**src/rtl/alu_multicycle.sv**
```systemverilog
// 16-bit-class ALU with valid/ready input handshake, iterative shift-add multiply
// and restoring divide; results and flags are registered and pulse OUT_VALID once.
module alu_multicycle #(
  parameter int WIDTH = 16,
  parameter int WFUN  = 4
) (
  input  logic             CLK,
  input  logic             RST,
  input  logic             IN_VALID,
  output logic             IN_READY,
  input  logic [WIDTH-1:0] A,
  input  logic [WIDTH-1:0] B,
  input  logic [WFUN-1:0]  ALU_FUN,
  output logic             OUT_VALID,
  output logic [WIDTH-1:0] ALU_OUT,
  output logic [WIDTH-1:0] ALU_OUT_HI,
  output logic [7:0]       Flags_out
);

  localparam int CW = $clog2(WIDTH) + 1;

  localparam logic [WFUN-1:0] OP_ADD  = 'd0;
  localparam logic [WFUN-1:0] OP_SUB  = 'd1;
  localparam logic [WFUN-1:0] OP_MUL  = 'd2;
  localparam logic [WFUN-1:0] OP_DIV  = 'd3;
  localparam logic [WFUN-1:0] OP_AND  = 'd4;
  localparam logic [WFUN-1:0] OP_OR   = 'd5;
  localparam logic [WFUN-1:0] OP_NAND = 'd6;
  localparam logic [WFUN-1:0] OP_NOR  = 'd7;
  localparam logic [WFUN-1:0] OP_XOR  = 'd8;
  localparam logic [WFUN-1:0] OP_XNOR = 'd9;
  localparam logic [WFUN-1:0] OP_EQ   = 'd10;
  localparam logic [WFUN-1:0] OP_GT   = 'd11;
  localparam logic [WFUN-1:0] OP_LT   = 'd12;
  localparam logic [WFUN-1:0] OP_SHR  = 'd13;
  localparam logic [WFUN-1:0] OP_SHL  = 'd14;

  typedef enum logic [1:0] {ST_IDLE, ST_MUL, ST_DIV, ST_DONE} state_t;

  state_t             state, next_state;
  logic [WIDTH-1:0]   a_q, b_q;
  logic [WFUN-1:0]    op_q;
  logic [2*WIDTH-1:0] acc;
  logic [WIDTH-1:0]   rem, quo;
  logic [CW-1:0]      cnt;
  logic               accept, last, load;

  assign accept = IN_VALID && IN_READY;
  assign last   = (cnt == CW'(WIDTH - 1));

  // Shift-add step: {hi, multiplier} accumulator, add multiplicand on LSB, shift right.
  logic [WIDTH:0]     mul_sum;
  logic [2*WIDTH-1:0] acc_step;
  assign mul_sum  = {1'b0, acc[2*WIDTH-1:WIDTH]} + (acc[0] ? {1'b0, a_q} : '0);
  assign acc_step = {mul_sum, acc[WIDTH-1:1]};

  // Restoring step: remainder < divisor, so the shifted value fits in WIDTH+1 bits.
  logic [WIDTH:0]   div_shift, div_diff;
  logic             div_ge;
  logic [WIDTH-1:0] rem_step, quo_step;
  assign div_shift = {rem, quo[WIDTH-1]};
  assign div_diff  = div_shift - {1'b0, b_q};
  assign div_ge    = ~div_diff[WIDTH];
  assign rem_step  = div_ge ? div_diff[WIDTH-1:0] : div_shift[WIDTH-1:0];
  assign quo_step  = {quo[WIDTH-2:0], div_ge};

  always_ff @(posedge CLK or negedge RST) begin
    if (!RST) state <= ST_IDLE;
    else      state <= next_state;
  end

  always_comb begin
    next_state = state;
    case (state)
      ST_IDLE: begin
        if (accept) begin
          if (ALU_FUN == OP_MUL)                   next_state = ST_MUL;
          else if (ALU_FUN == OP_DIV && B != '0)   next_state = ST_DIV;
          else                                     next_state = ST_DONE;
        end
      end
      ST_MUL, ST_DIV: if (last) next_state = ST_DONE;
      ST_DONE:        next_state = ST_IDLE;
      default:        next_state = ST_IDLE;
    endcase
  end

  always_ff @(posedge CLK or negedge RST) begin
    if (!RST) begin
      a_q  <= '0;
      b_q  <= '0;
      op_q <= '0;
      acc  <= '0;
      rem  <= '0;
      quo  <= '0;
      cnt  <= '0;
    end else begin
      case (state)
        ST_IDLE: begin
          if (accept) begin
            a_q  <= A;
            b_q  <= B;
            op_q <= ALU_FUN;
            acc  <= {{WIDTH{1'b0}}, B};
            rem  <= '0;
            quo  <= A;
            cnt  <= '0;
          end
        end
        ST_MUL: begin
          acc <= acc_step;
          cnt <= cnt + CW'(1);
        end
        ST_DIV: begin
          rem <= rem_step;
          quo <= quo_step;
          cnt <= cnt + CW'(1);
        end
        default: ;
      endcase
    end
  end

  logic [WFUN-1:0]  op;
  logic [WIDTH:0]   sum, diff;
  logic [WIDTH-1:0] res_lo, res_hi;
  logic             carry, ovf, dz;
  logic             cls_arith, cls_logic, cls_cmp, cls_shift;
  logic [7:0]       flags_d;

  assign sum  = {1'b0, A} + {1'b0, B};
  assign diff = {1'b0, A} - {1'b0, B};

  // Results are loaded on the edge that enters DONE, so single-cycle ops decode
  // the live inputs in IDLE while MUL/DIV take the final iteration step.
  always_comb begin
    res_lo = '0;
    res_hi = '0;
    carry  = 1'b0;
    ovf    = 1'b0;
    dz     = 1'b0;
    op     = (state == ST_IDLE) ? ALU_FUN : op_q;
    case (state)
      ST_MUL: begin
        res_lo = acc_step[WIDTH-1:0];
        res_hi = acc_step[2*WIDTH-1:WIDTH];
        ovf    = |acc_step[2*WIDTH-1:WIDTH];
      end
      ST_DIV: begin
        res_lo = quo_step;
        res_hi = rem_step;
      end
      default: begin
        case (ALU_FUN)
          OP_ADD: begin
            res_lo = sum[WIDTH-1:0];
            carry  = sum[WIDTH];
            ovf    = (A[WIDTH-1] == B[WIDTH-1]) && (sum[WIDTH-1] != A[WIDTH-1]);
          end
          OP_SUB: begin
            res_lo = diff[WIDTH-1:0];
            carry  = diff[WIDTH];
            ovf    = (A[WIDTH-1] != B[WIDTH-1]) && (diff[WIDTH-1] != A[WIDTH-1]);
          end
          OP_DIV: begin
            res_lo = '1;
            res_hi = A;
            dz     = 1'b1;
          end
          OP_AND:  res_lo = A & B;
          OP_OR:   res_lo = A | B;
          OP_NAND: res_lo = ~(A & B);
          OP_NOR:  res_lo = ~(A | B);
          OP_XOR:  res_lo = A ^ B;
          OP_XNOR: res_lo = ~(A ^ B);
          OP_EQ:   res_lo = (A == B) ? WIDTH'(1) : '0;
          OP_GT:   res_lo = (A > B)  ? WIDTH'(2) : '0;
          OP_LT:   res_lo = (A < B)  ? WIDTH'(3) : '0;
          OP_SHR: begin
            res_lo = {1'b0, A[WIDTH-1:1]};
            carry  = A[0];
          end
          OP_SHL: begin
            res_lo = {A[WIDTH-2:0], 1'b0};
            carry  = A[WIDTH-1];
          end
          default: ;
        endcase
      end
    endcase
    cls_arith = (op <= OP_DIV);
    cls_logic = (op >= OP_AND) && (op <= OP_XNOR);
    cls_cmp   = (op >= OP_EQ) && (op <= OP_LT);
    cls_shift = (op == OP_SHR) || (op == OP_SHL);
    flags_d   = {dz, ovf, (res_lo == '0), carry, cls_shift, cls_cmp, cls_logic, cls_arith};
    load      = (next_state == ST_DONE) && (state != ST_DONE);
  end

  always_ff @(posedge CLK or negedge RST) begin
    if (!RST) begin
      ALU_OUT    <= '0;
      ALU_OUT_HI <= '0;
      Flags_out  <= '0;
      OUT_VALID  <= 1'b0;
      IN_READY   <= 1'b1;
    end else begin
      OUT_VALID <= load;
      IN_READY  <= (next_state == ST_IDLE);
      if (load) begin
        ALU_OUT    <= res_lo;
        ALU_OUT_HI <= res_hi;
        Flags_out  <= flags_d;
      end
    end
  end

endmodule
```
**config.mk**
```make
export PLATFORM = sky130hd
export DESIGN_NAME = alu_multicycle
export DESIGN_NICKNAME = d
export VERILOG_FILES = /design/src/rtl/alu_multicycle.sv
export SDC_FILE = /design/constraint.sdc
export NUM_CORES = 1
export LEC_CHECK = 0
export BUFFER_PORTS_ARGS = -buffer_cell sky130_fd_sc_hd__buf_2
export CAP_MARGIN = 40
export CORE_ASPECT_RATIO = 2
export CORE_MARGIN = 10
export CORE_UTILIZATION = 45
export DETAILED_ROUTE_END_ITERATION = 10
export MAX_ROUTING_LAYER = met4
export PLACE_DENSITY = 0.76
export SLEW_MARGIN = 20
export SYNTH_ARGS = -nofsm -noshare
export SYNTH_HDL_FRONTEND = slang
export SYNTH_SLANG_ARGS = --single-unit
export TNS_END_PERCENT = 5
```
**constraint.sdc**
```tcl
create_clock -name CLK -period 2.8 [get_ports CLK]
set_input_delay 0.42 -clock CLK [delete_from_list [all_inputs] [get_ports CLK]]
set_output_delay 0.42 -clock CLK [all_outputs]
set_load 0.01 [all_outputs]
```
## Word-level counts from Yosys, hierarchy flattened

Index checks and enable logic that the tools add are counted.

- Bits in read-only memories: 0
- Output and inout port bits: 42
- Latch bits: 0
- Register bits: 149
- Memories: 0
- Memory bits (writable): 0

- Reduce and logical (&&, ||, !) cells: 22
- Bitwise operators: 7
- $add $sub $neg: 5
- Shift-type cells: 0
- Magnitude comparators: 7
- Multiplexer cells: 29
- Multiply operators: 0
- Divide/modulo/power cells: 0
- Equality and inequality tests: 28

Operator list:

| operator | count |
|---|---|
| 16-bit case mux with 14 select lines | 1 |
| 16-bit case mux with 2 select lines | 4 |
| 16-bit two-way mux | 5 |
| 32-bit case mux with 2 select lines | 1 |
| 16-bit inverter | 3 |
| 4-bit == test (second input constant) | 9 |
| 16-bit by 16-bit adder with 17-bit output | 2 |
| 32-bit two-way mux | 1 |
| 16-bit by 16-bit subtractor with 17-bit output | 1 |
| 17-bit by 16-bit subtractor with 17-bit output | 1 |
| 16-bit bitwise AND | 1 |
| 16-bit == test | 1 |
| 4-bit by 3-bit == test with 1-bit output (second input constant) | 4 |
| 16-bit > comparator | 1 |
| 16-bit logical NOT | 1 |
| 16-bit less-than comparator | 1 |
| 16-bit bitwise OR | 1 |
| 16-bit nonzero test | 1 |
| 16-bit OR reduction | 1 |
| 16-bit XOR | 1 |
| 2-bit two-way mux | 5 |
| 5-bit case mux with 2 select lines | 1 |
| 4-bit by 2-bit == test with 1-bit output (second input constant) | 2 |
| 4-bit less-or-equal comparator (second input constant) | 2 |
| 25 further kinds | 47 |

## Logic depth before layout (Yosys ltp)

Gate-level depths: netlist of the first run.

- Depth after elaboration: 8
- Mapped depth: 13

## Worst setup path before layout of the first run

OpenSTA, ideal clock, no wires.

- Kind: register to register
- Start: register b_q[0]
- End: register ALU_OUT_HI[15]
- Setup time: 0.121 ns
- Buffers on the path: 1
- Required time: 2.679 ns
- Path slack: -0.162 ns
- Arrival time: 2.841 ns
- Stages on the path, launching flop included: 13
- Clock period less this slack: 2.962 ns
- Cells stage by stage: dfrtp_1 -> ha_1 -> fa_1 -> nor2b_2 -> o31ai_2 -> a2111oi_2 -> o21ai_1 -> a31o_4 -> xnor2_4 -> buf_6 -> mux2i_1 -> o21ai_0 -> a22o_1

- Longest elaborated chain between the ends: 3

Ends and longest elaborated chain:

| element | line | source |
|---|---|---|
| start, declared | 41 | `logic [WIDTH-1:0] a_q, b_q;` |
| start signal, assigned | 91 | `b_q <= '0;` |
| start signal, assigned | 102 | `b_q <= B;` |
| 17-bit by 16-bit subtractor with 17-bit output | 62 | `assign div_diff = div_shift - {1'b0, b_q};` |
| 16-bit two-way mux | 64 | `assign rem_step = div_ge ? div_diff[WIDTH-1:0] : div_shift[WIDTH-1:0];` |
| 16-bit case mux with 2 select lines | 143 | `case (state)` |
| end signal, assigned | 211 | `ALU_OUT_HI <= res_hi;` |
| end, declared | 16 | `output logic [WIDTH-1:0] ALU_OUT_HI,` |

Every way passes these cells.
A chain may end at the register's enable or synchronous reset.

## Worst setup path after layout of the first run

- Start: register quo[15]
- End: register rem[9]

- Longest elaborated chain between the ends: 3

Ends and longest elaborated chain:

| element | line | source |
|---|---|---|
| start, declared | 44 | `logic [WIDTH-1:0] rem, quo;` |
| start signal, assigned | 116 | `quo <= quo_step;` |
| 17-bit by 16-bit subtractor with 17-bit output | 62 |  |
| 16-bit two-way mux | 64 |  |
| 16-bit case mux with 2 select lines | 98 | `case (state)` |
| end signal, assigned | 115 | `rem <= rem_step;` |
| end, declared | 44 |  |

Every way passes these cells.

==> results of run 1 <==
[area by class of cell]
type	count	area share (%)
Antenna cell	1	0.01514
Clock buffer	19	2.680
Clock inverter	13	0.9010
Inverter	76	1.726
Multi-Input combinational cell	1188	48.15
Sequential cell	149	22.57
Tap cell	344	2.605
Timing Repair Buffer	469	21.35
[where the power goes]
part,switching (W),leakage [nW],internal (W)
Clock,0.000999,0.292,0.00135
Sequential,0.000627,1.86,0.00307
Combinational,0.00533,5.68,0.00384
Total,0.00696,7.84,0.00826
[cell usage in the layout, fill, tap and decap left out, types with 33 or more instances in the layout]
cell type,instances
xnor2_1,33
inv_1,72
mux2i_1,34
o21ai_0,134
nor2_1,106
buf_2,79
ha_1,84
dfrtp_1,148
nand3_1,33
nand2_1,213
buf_4,370
a21oi_1,95
[per-layer routing]
metal | GRT usage [%] | wire length [microns]
met2 | 58.55 | 29020
met4 | 28.92 | 5853
met1 | 31.47 | 18520
met5 | - | 0
met3 | 3.861 | 2450
[registers in the layout, indices dropped and copies added (netlist names)]
name / count
IN_READY: 1
rem: 16
quo: 16
acc: 32
ALU_OUT_HI: 16
op_q: 4
b_q: 16
state: 2
OUT_VALID: 1
cnt: 5
a_q: 16
ALU_OUT: 16
Flags_out: 8
[cell families after synthesis]
kind of cell,after synthesis,share of synthesized area [%]
multiplexers,48,4.111
AND/OR/NAND/NOR,537,20.97
buffers and inverters,168,6.016
flip-flops,149,30.87
adder cells (fa/ha/maj),91,9.672
AO/OA/AOI/OAI,463,24.66
XOR/XNOR,49,3.707
[worst max path at each step]
stage / from / end / slack (ns) / depth (start not counted)
6_report: quo[15] / rem[9] / -0.49 / 14
5_1_grt: quo[15] / rem[9] / -0.57 / 14
4_1_cts: quo[15] / rem[5] / -0.62 / 14
3_5_place_dp: b_q[0] / Flags_out[5] / -0.83 / 13
3_3_place_gp: b_q[0] / Flags_out[5] / -0.78 / 13
2_1_floorplan: b_q[0] / ALU_OUT_HI[15] / -0.16 / 12
[worst reg2reg max path: stages, from the launching register on]
cell and delay, ns:
dfrtp_1 0.35, inv_1 0.06, ha_2 0.20, fa_2 0.38
nor2b_4 0.15, o31ai_4 0.08, a2111oi_4 0.37, buf_4 0.19
o21ai_4 0.06, a31o_4 0.27, xnor2_4 0.31, clkbuf_16 0.24
mux2_2 0.35, nand2_2 0.08, o21ai_0 0.08
[stage by stage]
step / util [%] / instance area (sq um) / TNS (ns) / cells
floorplan: - / 12080 / -0.9899 / 1505
global placement: 59.01 / 15570 / -24.99 / 2221
detailed placement: 59.01 / 15570 / -26.73 / 2221
CTS: 62.08 / 16380 / -19.64 / 2256
global route: 62.63 / 16520 / -17.59 / 2258
finish: 62.64 / 16520 / -14.14 / 2259
[timing repair]
item	4_1_cts	5_1_grt
gates resized for setup	43	40
setup endpoints to repair	45	50
hold endpoints to repair	23	0
buffers inserted	2	2
cloned	1	0
pin swaps	14	12
hold buffers	1	0
==> impl_results.md, run 1 <==
- CP Launch Type: register
- Start-to-end type of the worst setup path: reg2reg
- Crit-path cells: inv_1, ha_2, fa_2, nor2b_4, o31ai_4, a2111oi_4, buf_4, o21ai_4, a31o_4, xnor2_4, clkbuf_16, mux2_2, nand2_2, o21ai_0
- Post-synthesis sequential area ratio: 30.87%
- Yosys cell types: 95
- Peak VDD IR: 0.0005315 V
- Worst R2R Setup Slack: -0.49 ns
- Vias per cell: 5.959
- Hold Fails Final Rpt: 0
- YS warnings: 0
- DP HPWL: 45.23 mm
- Layout cell share with drive strength beyond 1: 31.19%
- RD Place Congestion: 1.072
- Footprint of the multi-input gates: 0.007956 sq mm
- Drt drc: 0
- Clock latency on the worst-skew pair: 0.44 ns
- Ys flop type: dfrtp_1
- Status: complete, but fails checks
- Worst Path Required: 3.11 ns
- Row Count: 84
- DIE AREA: 0.03420 sq mm
- Failing checks: setup timing
- Clock slew at reported path FFs: 0.06 ns
- Final setup fails: 39
- PnR worst setup slack: -0.4931 ns
- Most frequent cells after synthesis: nand2_1, dfrtp_1, o21ai_0, nor2_1, a21oi_1
- Synth-to-Final Area Change: 36.76%
- Antenna viol nets, final: 0
- Worst relative slew slack: 52.85%
- Max-cap violation count: 0
- FF-to-FF Start: quo[15]
- Initial core utilization: 45.80%
- Synth top area share: 30.65%
- Clock Skew: 0.007636 ns
- Fraction of registers with async set or reset after synthesis: 100.0%
- Final wirelength: 55.84 mm
- Register Area: 0.003730 sq mm
- P per Cell Area: 921.3 mW/mm^2
- Min-delay worst type: in2reg
- Critical Path AT: 3.60 ns
- CTS H-tree lvls: 4
- Hold EP: a_q[2]
- Initial antenna violation count: 0
- Final Max Tran Viols: 0
- Syn Std Cell Area: 0.01208 sq mm
- Number of DRC markers in iteration 0: 987
- Worst setup EP type: register
- Syn nets: 1635
- Nets: 2031
- Total grt overflow: 0
- R2R cell count: 14
- WHS Path Cells: 3
- Fill cells: 2329
- Number of global-route vias before repair: 13960
- Main area contributors after synthesis: dfrtp_1, ha_1, nand2_1
- CTS Buf Count: 17
- Final hold slack: 0.3057 ns
- Buf+Inv Stages, Crit Path: 3
- Via count: 13462
- Syn Inst Count: 1505
- Tcrit/Tclk final: 117.6%
- GRT Total Usage: 33.47%
- F_max: 303.7 MHz
- Pin count of the biggest net entering global routing: 65
- Top Family by Delay on Critical Path: compound AO/OA/AOI/OAI gates
- TritonCTS clock tree: built
- Reg2reg end: rem[9]
- IO Count: 81
- Max FO, Critical Path: 6
- Dpl ws: -0.8268 ns
- Power Total: 0.01522 W
- Post-synth EDFFs: 0
- TritonCTS Sinks: 149
- CTS Root Cell: clkbuf_16
- Most numerous cell in the Yosys netlist: nand2_1
- LEAKAGE: 7.835 nW
- Tmin final: 3.293 ns
- Die H: 251.7 microns
- Synth area leader: dfrtp_1
- Avg Synthesized Cell Area: 8.028 sq um
- Core area: 0.02638 sq mm
- DRT Pass-1 Iters: 7
- First-pass GRT wire length: 83.15 mm
- Worst path slowest cell: fa_2
- Worst Tran Pin Value: 0.7015 ns
- DIE WIDTH: 135.9 microns
- Hold Path Origin: A[2]
- PortBufs: 80
- Largest stage delay on the critical path: 0.38 ns
- Yosys reg bits: 149
- Maximum root-to-sink buffer count: 2
- Wire length per cell: 24.72 microns
- RSZ-0062 raised after global routing: yes
No activity file was read; power rests on OpenSTA's default activity.
==> run 2: changes to the inputs <==
--- a/config.mk
+++ b/config.mk
@@ -11,7 +11,6 @@
 export CORE_MARGIN = 10
 export CORE_UTILIZATION = 45
 export DETAILED_ROUTE_END_ITERATION = 10
-export MAX_ROUTING_LAYER = met4
 export PLACE_DENSITY = 0.76
 export SLEW_MARGIN = 20
 export SYNTH_ARGS = -nofsm -noshare
==> run 2 against run 1 <==
  * The flow still finishes with violations (setup timing)
  * Critical path depth decreased by 3
  * Sequential share of layout area increased by 0.10 points
  * Core utilization down 0.28 points
  * Final cell count shrank 1.2%
  * Cell area decreased by 0.45%
  * Clock skew grew 0.0037 ns
  * First-iteration DRC count rose by 5.8%
  * Via count grew 0.38%
  * Register-to-register slack better by 0.11 ns
  * Combinational power rose by 2%
  * Sequential cell count did not move
  * Largest power group unchanged
==> impl_results.md, run 2 (same netlist as run 1, synthesis figures left out) <==
- Status: complete, but fails checks
- Failing checks: setup timing
- Most flops, register: acc
- Via count: 13513
- Initial antenna violation count: 0
- DIE WIDTH: 135.9 microns
- # diodes: 0
- Max-cap violation count: 0
- CTS Root Cell: clkbuf_16
- Core area: 0.02638 sq mm
- Start-to-end type of the worst setup path: reg2reg
- Sw Pwr: 0.007063 W
- DRT Pass-1 Iters: 8
- F_max: 314.1 MHz
- Largest register FFs: 32
- Fin area: 0.01645 sq mm
- Number of global-route vias before repair: 13993
- PortBufs: 80
- Clock slew at reported path FFs: 0.07 ns
- Tcrit/Tclk final: 113.7%
- Final hold slack: 0.2993 ns
- Vias per cell: 6.052
- IO Count: 81
- Hold Fails Final Rpt: 0
- CP Launch Type: register
- Number of DRC markers in iteration 0: 1044
- Critical Path AT: 3.51 ns
- Clock latency on the worst-skew pair: 0.45 ns
- Initial core utilization: 45.80%
- Placed insts: 2187
- Worst Path Required: 3.13 ns
- Synth-to-Final Area Change: 36.14%
- RD Place Congestion: 1.082
- Largest stage delay on the critical path: 0.57 ns
- DIE AREA: 0.03420 sq mm
- Cell Area, Placed: 0.01526 sq mm
- Drt drc: 0
- GRT Total Usage: 32.66%
- WHS Path Cells: 3
- Antenna viol nets, final: 0
- Combinational share of power: 60.0%
- Worst relative slew slack: 53.71%
- RSZ-0062 raised after global routing: yes
- Total grt overflow: 0
- Worst Tran Pin Value: 0.6944 ns
- TritonCTS Sinks: 149
- Crit-path cells: and2_1, ha_2, fa_2, nor3_2, nand2_2, or4_1, nor4_2, buf_4, nand4b_1, o311ai_2, a21oi_1
- Maximum root-to-sink buffer count: 2
- Wire length per cell: 25.09 microns
- Fill cells: 2329
- Peak VDD IR: 0.0005444 V
- First-pass GRT wire length: 83.52 mm
- P per Cell Area: 946.4 mW/mm^2
- R2R cell count: 11
- Clock Skew: 0.01135 ns
- Die H: 251.7 microns
- Non-Filler Instances: 2233
- Min-delay worst type: in2reg
- Tmin final: 3.183 ns
- Clock power frac: 15.9%
- LEAKAGE: 7.741 nW
- Commonest non-fill, non-tap cell in the layout: buf_4
- Layout cell share with drive strength beyond 1: 31.07%
- Final Max Tran Viols: 0
- Sequential share of power: 24.1%
- Final setup fails: 39
- TritonCTS clock tree: built
- CTS H-tree lvls: 4
- Worst setup EP type: register
- DP HPWL: 43.53 mm
- Worst path slowest cell: or4_1
- Row Count: 84
- Final wirelength: 56.03 mm
- Pin count of the biggest net entering global routing: 62
- Most frequent cells in the layout: buf_4, nand2_1, dfrtp_1
- Cell Int Power: 0.008505 W
- CTS Buf Count: 17
- Max FO, Critical Path: 3
- PnR worst setup slack: -0.3834 ns
- Sw Share: 45.37%
- Nets: 2006
-- run 2: cell count changes in the layout (fill, tap and decap cells not counted), sizes merged --
cell	delta
buf	-24
diode	-1
bufinv	+2
clkinvlp	+1
clkinv	-2
inv	-2
-- run 2: final timing paths --
path	from	endpoint	slack, ns
worst max-delay path	acc[0]	Flags_out[6]	-0.38
worst min-delay path	A[14]	a_q[14]	0.30
worst max register to register	acc[0]	Flags_out[6]	-0.38
worst min register to register	ALU_OUT[12]	ALU_OUT[12]	0.47
max in group asynchronous	RST	IN_READY	1.56
min in group asynchronous	RST	quo[3]	0.53
-- run 2: power by group through the flow --
stage / Combinational, W / Clock, W / Sequential, W
2_1_floorplan: 0.00454 / 0 / 0.00365
3_3_place_gp: 0.00833 / 0 / 0.00370
3_5_place_dp: 0.00851 / 0 / 0.00374
4_1_cts: 0.00885 / 0.00248 / 0.00371
5_1_grt: 0.0101 / 0.00258 / 0.00384
6_report: 0.00934 / 0.00247 / 0.00376
-- run 2: metrics by stage --
stage | worst slack [ns] | total power [W] | setup TNS, ns | util, %
after floorplan | -0.1624 | 0.008190 | -0.9899 | -
after global placement | -0.7121 | 0.01203 | -18.51 | 57.81
after detailed placement | -0.6908 | 0.01225 | -21.39 | 57.85
after CTS | -0.4191 | 0.01505 | -10.59 | 61.41
after global routing | -0.4949 | 0.01648 | -12.44 | 62.36
final | -0.3834 | 0.01557 | -7.701 | 62.36
-- run 2: timing repair --
item	CTS	global route
hold buffers	1	0
pin swaps	19	20
endpoints found under the hold margin	31	0
buffers inserted	9	3
setup endpoints to repair	45	51
resized for setup	78	44
-- run 2: layout make-up --
cell class / instances / area [sq um] / area share [%]
multi-input combinational: 1188 / 8113 / 49.32
inverter: 76 / 285.3 / 1.734
clock inverter: 12 / 180.2 / 1.095
timing repair buffer: 444 / 3274 / 19.91
sequential: 149 / 3730 / 22.67
tap: 344 / 430.4 / 2.617
clock buffer: 20 / 436.7 / 2.655
-- run 2: layer usage --
metal  vias up  share of wire [%]  GRT usage [%]  wire [microns]
met3       281                4.6          4.419            2565
li1       6123                  -              -               -
met2       578                 51          57.50           28730
met5         -                  0              0               0
met4         0                 11          29.90            6126
met1      6531                 33          32.00           18610
-- run 2: worst max-delay path: cells and delay by family, from the launching register on --
kind / cells / cell delay [ns]
simple gates: 6 / 1.34
compound gates: 2 / 0.40
buf+inv: 1 / 0.18
flops: 1 / 0.40
fa+ha+maj: 2 / 0.73
==> run 3: changes to the inputs <==
--- a/config.mk
+++ b/config.mk
@@ -11,7 +11,7 @@
 export CORE_MARGIN = 10
 export CORE_UTILIZATION = 45
 export DETAILED_ROUTE_END_ITERATION = 10
-export PLACE_DENSITY = 0.76
+export PLACE_DENSITY = 0.72
 export SLEW_MARGIN = 20
 export SYNTH_ARGS = -nofsm -noshare
 export SYNTH_HDL_FRONTEND = slang
==> run 3 against run 2 <==
  * The run still ends with setup timing left
  * Register-to-register slack got worse by 0.099 ns
  * Fmax fell by 3.0%
  * Die area did not move
  * Critical path depth did not move
  * Cell area rose by 1.2%
  * Non-clock buffer count rose by 39
  * Total power fell by 2.1%
  * Clock skew rose by 0.0017 ns
  * Setup slack got worse by 0.099 ns
  * Wire length rose by 1.5%
  * Critical path type unchanged
==> impl_results.md, run 3 (same netlist as run 1, synthesis figures left out) <==
- Buf+Inv Stages, Crit Path: 2
- Tcrit/Tclk final: 117.2%
- Commonest non-fill, non-tap cell in the layout: buf_4
- Drt drc: 0
- Most flops, register: acc
- Vias per cell: 6.014
- Initial core utilization: 45.80%
- Worst relative slew slack: 56.02%
- Number of DRC markers in iteration 0: 1019
- Synth-to-Final Area Change: 37.82%
- Dpl ws: -0.9327 ns
- Largest register FFs: 32
- LEAKAGE: 7.908 nW
- Most frequent cells in the layout: buf_4, nand2_1, dfrtp_1
- P per Cell Area: 914.9 mW/mm^2
- F_max: 304.7 MHz
- First-pass GRT wire length: 84.70 mm
- Total grt overflow: 0
- Via count: 13657
- Initial antenna violation count: 1
- Min-delay worst type: in2reg
- Final setup fails: 40
- PnR worst setup slack: -0.4824 ns
- Layout cell share with drive strength beyond 1: 32.19%
- Status: complete, but fails checks
- Nets: 2045
- Fin util: 63.12%
- Pin count of the biggest net entering global routing: 60
- Tmin final: 3.282 ns
- Max FO, Critical Path: 9
- Top cell by count, worst path: buf_4
- Final hold slack: 0.2968 ns
- Core area: 0.02638 sq mm
- GRT Total Usage: 32.98%
- RSZ-0062 raised after global routing: yes
- DRT Pass-1 Iters: 6
- Non-Filler Instances: 2271
- CTS Root Cell: clkbuf_16
- Worst Tran Pin Value: 0.6583 ns
- Top Family by Delay on Critical Path: simple AND/OR/NAND/NOR gates
- Hold Fails Final Rpt: 0
- Fin area: 0.01665 sq mm
- Fill cells: 2317
- DIE WIDTH: 135.9 microns
- PortBufs: 80
- Die H: 251.7 microns
- TritonCTS Sinks: 149
- DIE AREA: 0.03420 sq mm
- Worst setup EP type: register
- RD Place Congestion: 1.054
- Critical Path AT: 3.59 ns
- CTS Buf Count: 17
- CTS H-tree lvls: 4
- CP Launch Type: register
- Clock latency on the worst-skew pair: 0.45 ns
- Worst R2R Setup Slack: -0.48 ns
- Clock Skew: 0.01304 ns
- Antenna viol nets, final: 0
- Footprint of the multi-input gates: 0.008074 sq mm
- Peak VDD IR: 0.0004947 V
- IO Count: 81
- Max-cap violation count: 0
- Cell Area, Placed: 0.01558 sq mm
- Failing checks: setup timing
- Clock slew at reported path FFs: 0.06 ns
- Register Area: 0.003730 sq mm
- Worst path slowest cell: fa_2
- Worst Path Required: 3.11 ns
- Final Max Tran Viols: 0
- Final wirelength: 56.86 mm
- Maximum root-to-sink buffer count: 2
- TritonCTS clock tree: built
- DP HPWL: 45.63 mm
- Start-to-end type of the worst setup path: reg2reg
- Wire length per cell: 25.04 microns
- Largest stage delay on the critical path: 0.55 ns
- Row Count: 84
- Placed insts: 2231
- Number of global-route vias before repair: 14147
- Crit-path cells: buf_4, and2_1, fa_2, nor3_1, nand2_2, or4_1, nor4_2, buf_4, nand4b_1, o311ai_4, a21oi_1
-- run 3: through the flow --
step,setup TNS (ns),total power [W]
final,-10.80,0.01524
after global routing,-15.56,0.01613
after CTS,-13.97,0.01486
after detailed placement,-30.18,0.01227
after global placement,-28.35,0.01208
after floorplan,-0.9899,0.008190
-- run 3: timing repair --
item	CTS	global route
hold endpoints to repair	57	0
hold buffers	1	0
gates resized for setup	66	52
setup endpoints to repair	54	60
buffers inserted	7	1
pin swaps	19	18
-- run 3: worst paths after layout --
kind / start / cells past startpoint / endpoint
min: A[14] / 3 / a_q[14]
min in group asynchronous: RST / 2 / acc[6]
max: acc[0] / 11 / Flags_out[6]
min reg2reg: Flags_out[2] / 2 / Flags_out[2]
max reg2reg: acc[0] / 11 / Flags_out[6]
max in group asynchronous: RST / 3 / IN_READY
-- run 3: cell type report --
cell class / instances / area share [%]
clock buffer: 20 / 2.743
antenna: 1 / 0.01503
inverter: 76 / 1.713
timing repair buffer: 483 / 21.46
clock inverter: 10 / 0.6011
multi-input combinational: 1188 / 48.49
tap: 344 / 2.585
sequential: 149 / 22.40
-- run 3: tightest hold or removal path, stage by stage --
cell,delay (ns)
buf_2,0.11
inv_1,0.08
o21ai_0,0.08
-- run 3: routing by layer --
metal | track usage (%) | up-vias | routed length [microns]
met2 | 59.80 | 592 | 29470
li1 | - | 6192 | -
met1 | 30.89 | 6604 | 18500
met3 | 5.613 | 269 | 2832
met4 | 28.19 | 0 | 6058
met5 | 0 | - | 0
-- run 3: power breakdown --
group          switching [W]  internal (W)  leakage (nW)  total [W]
clock network       0.000960       0.00127         0.261    0.00223
logic                0.00541       0.00391          5.78    0.00932
registers           0.000618       0.00307          1.86    0.00369
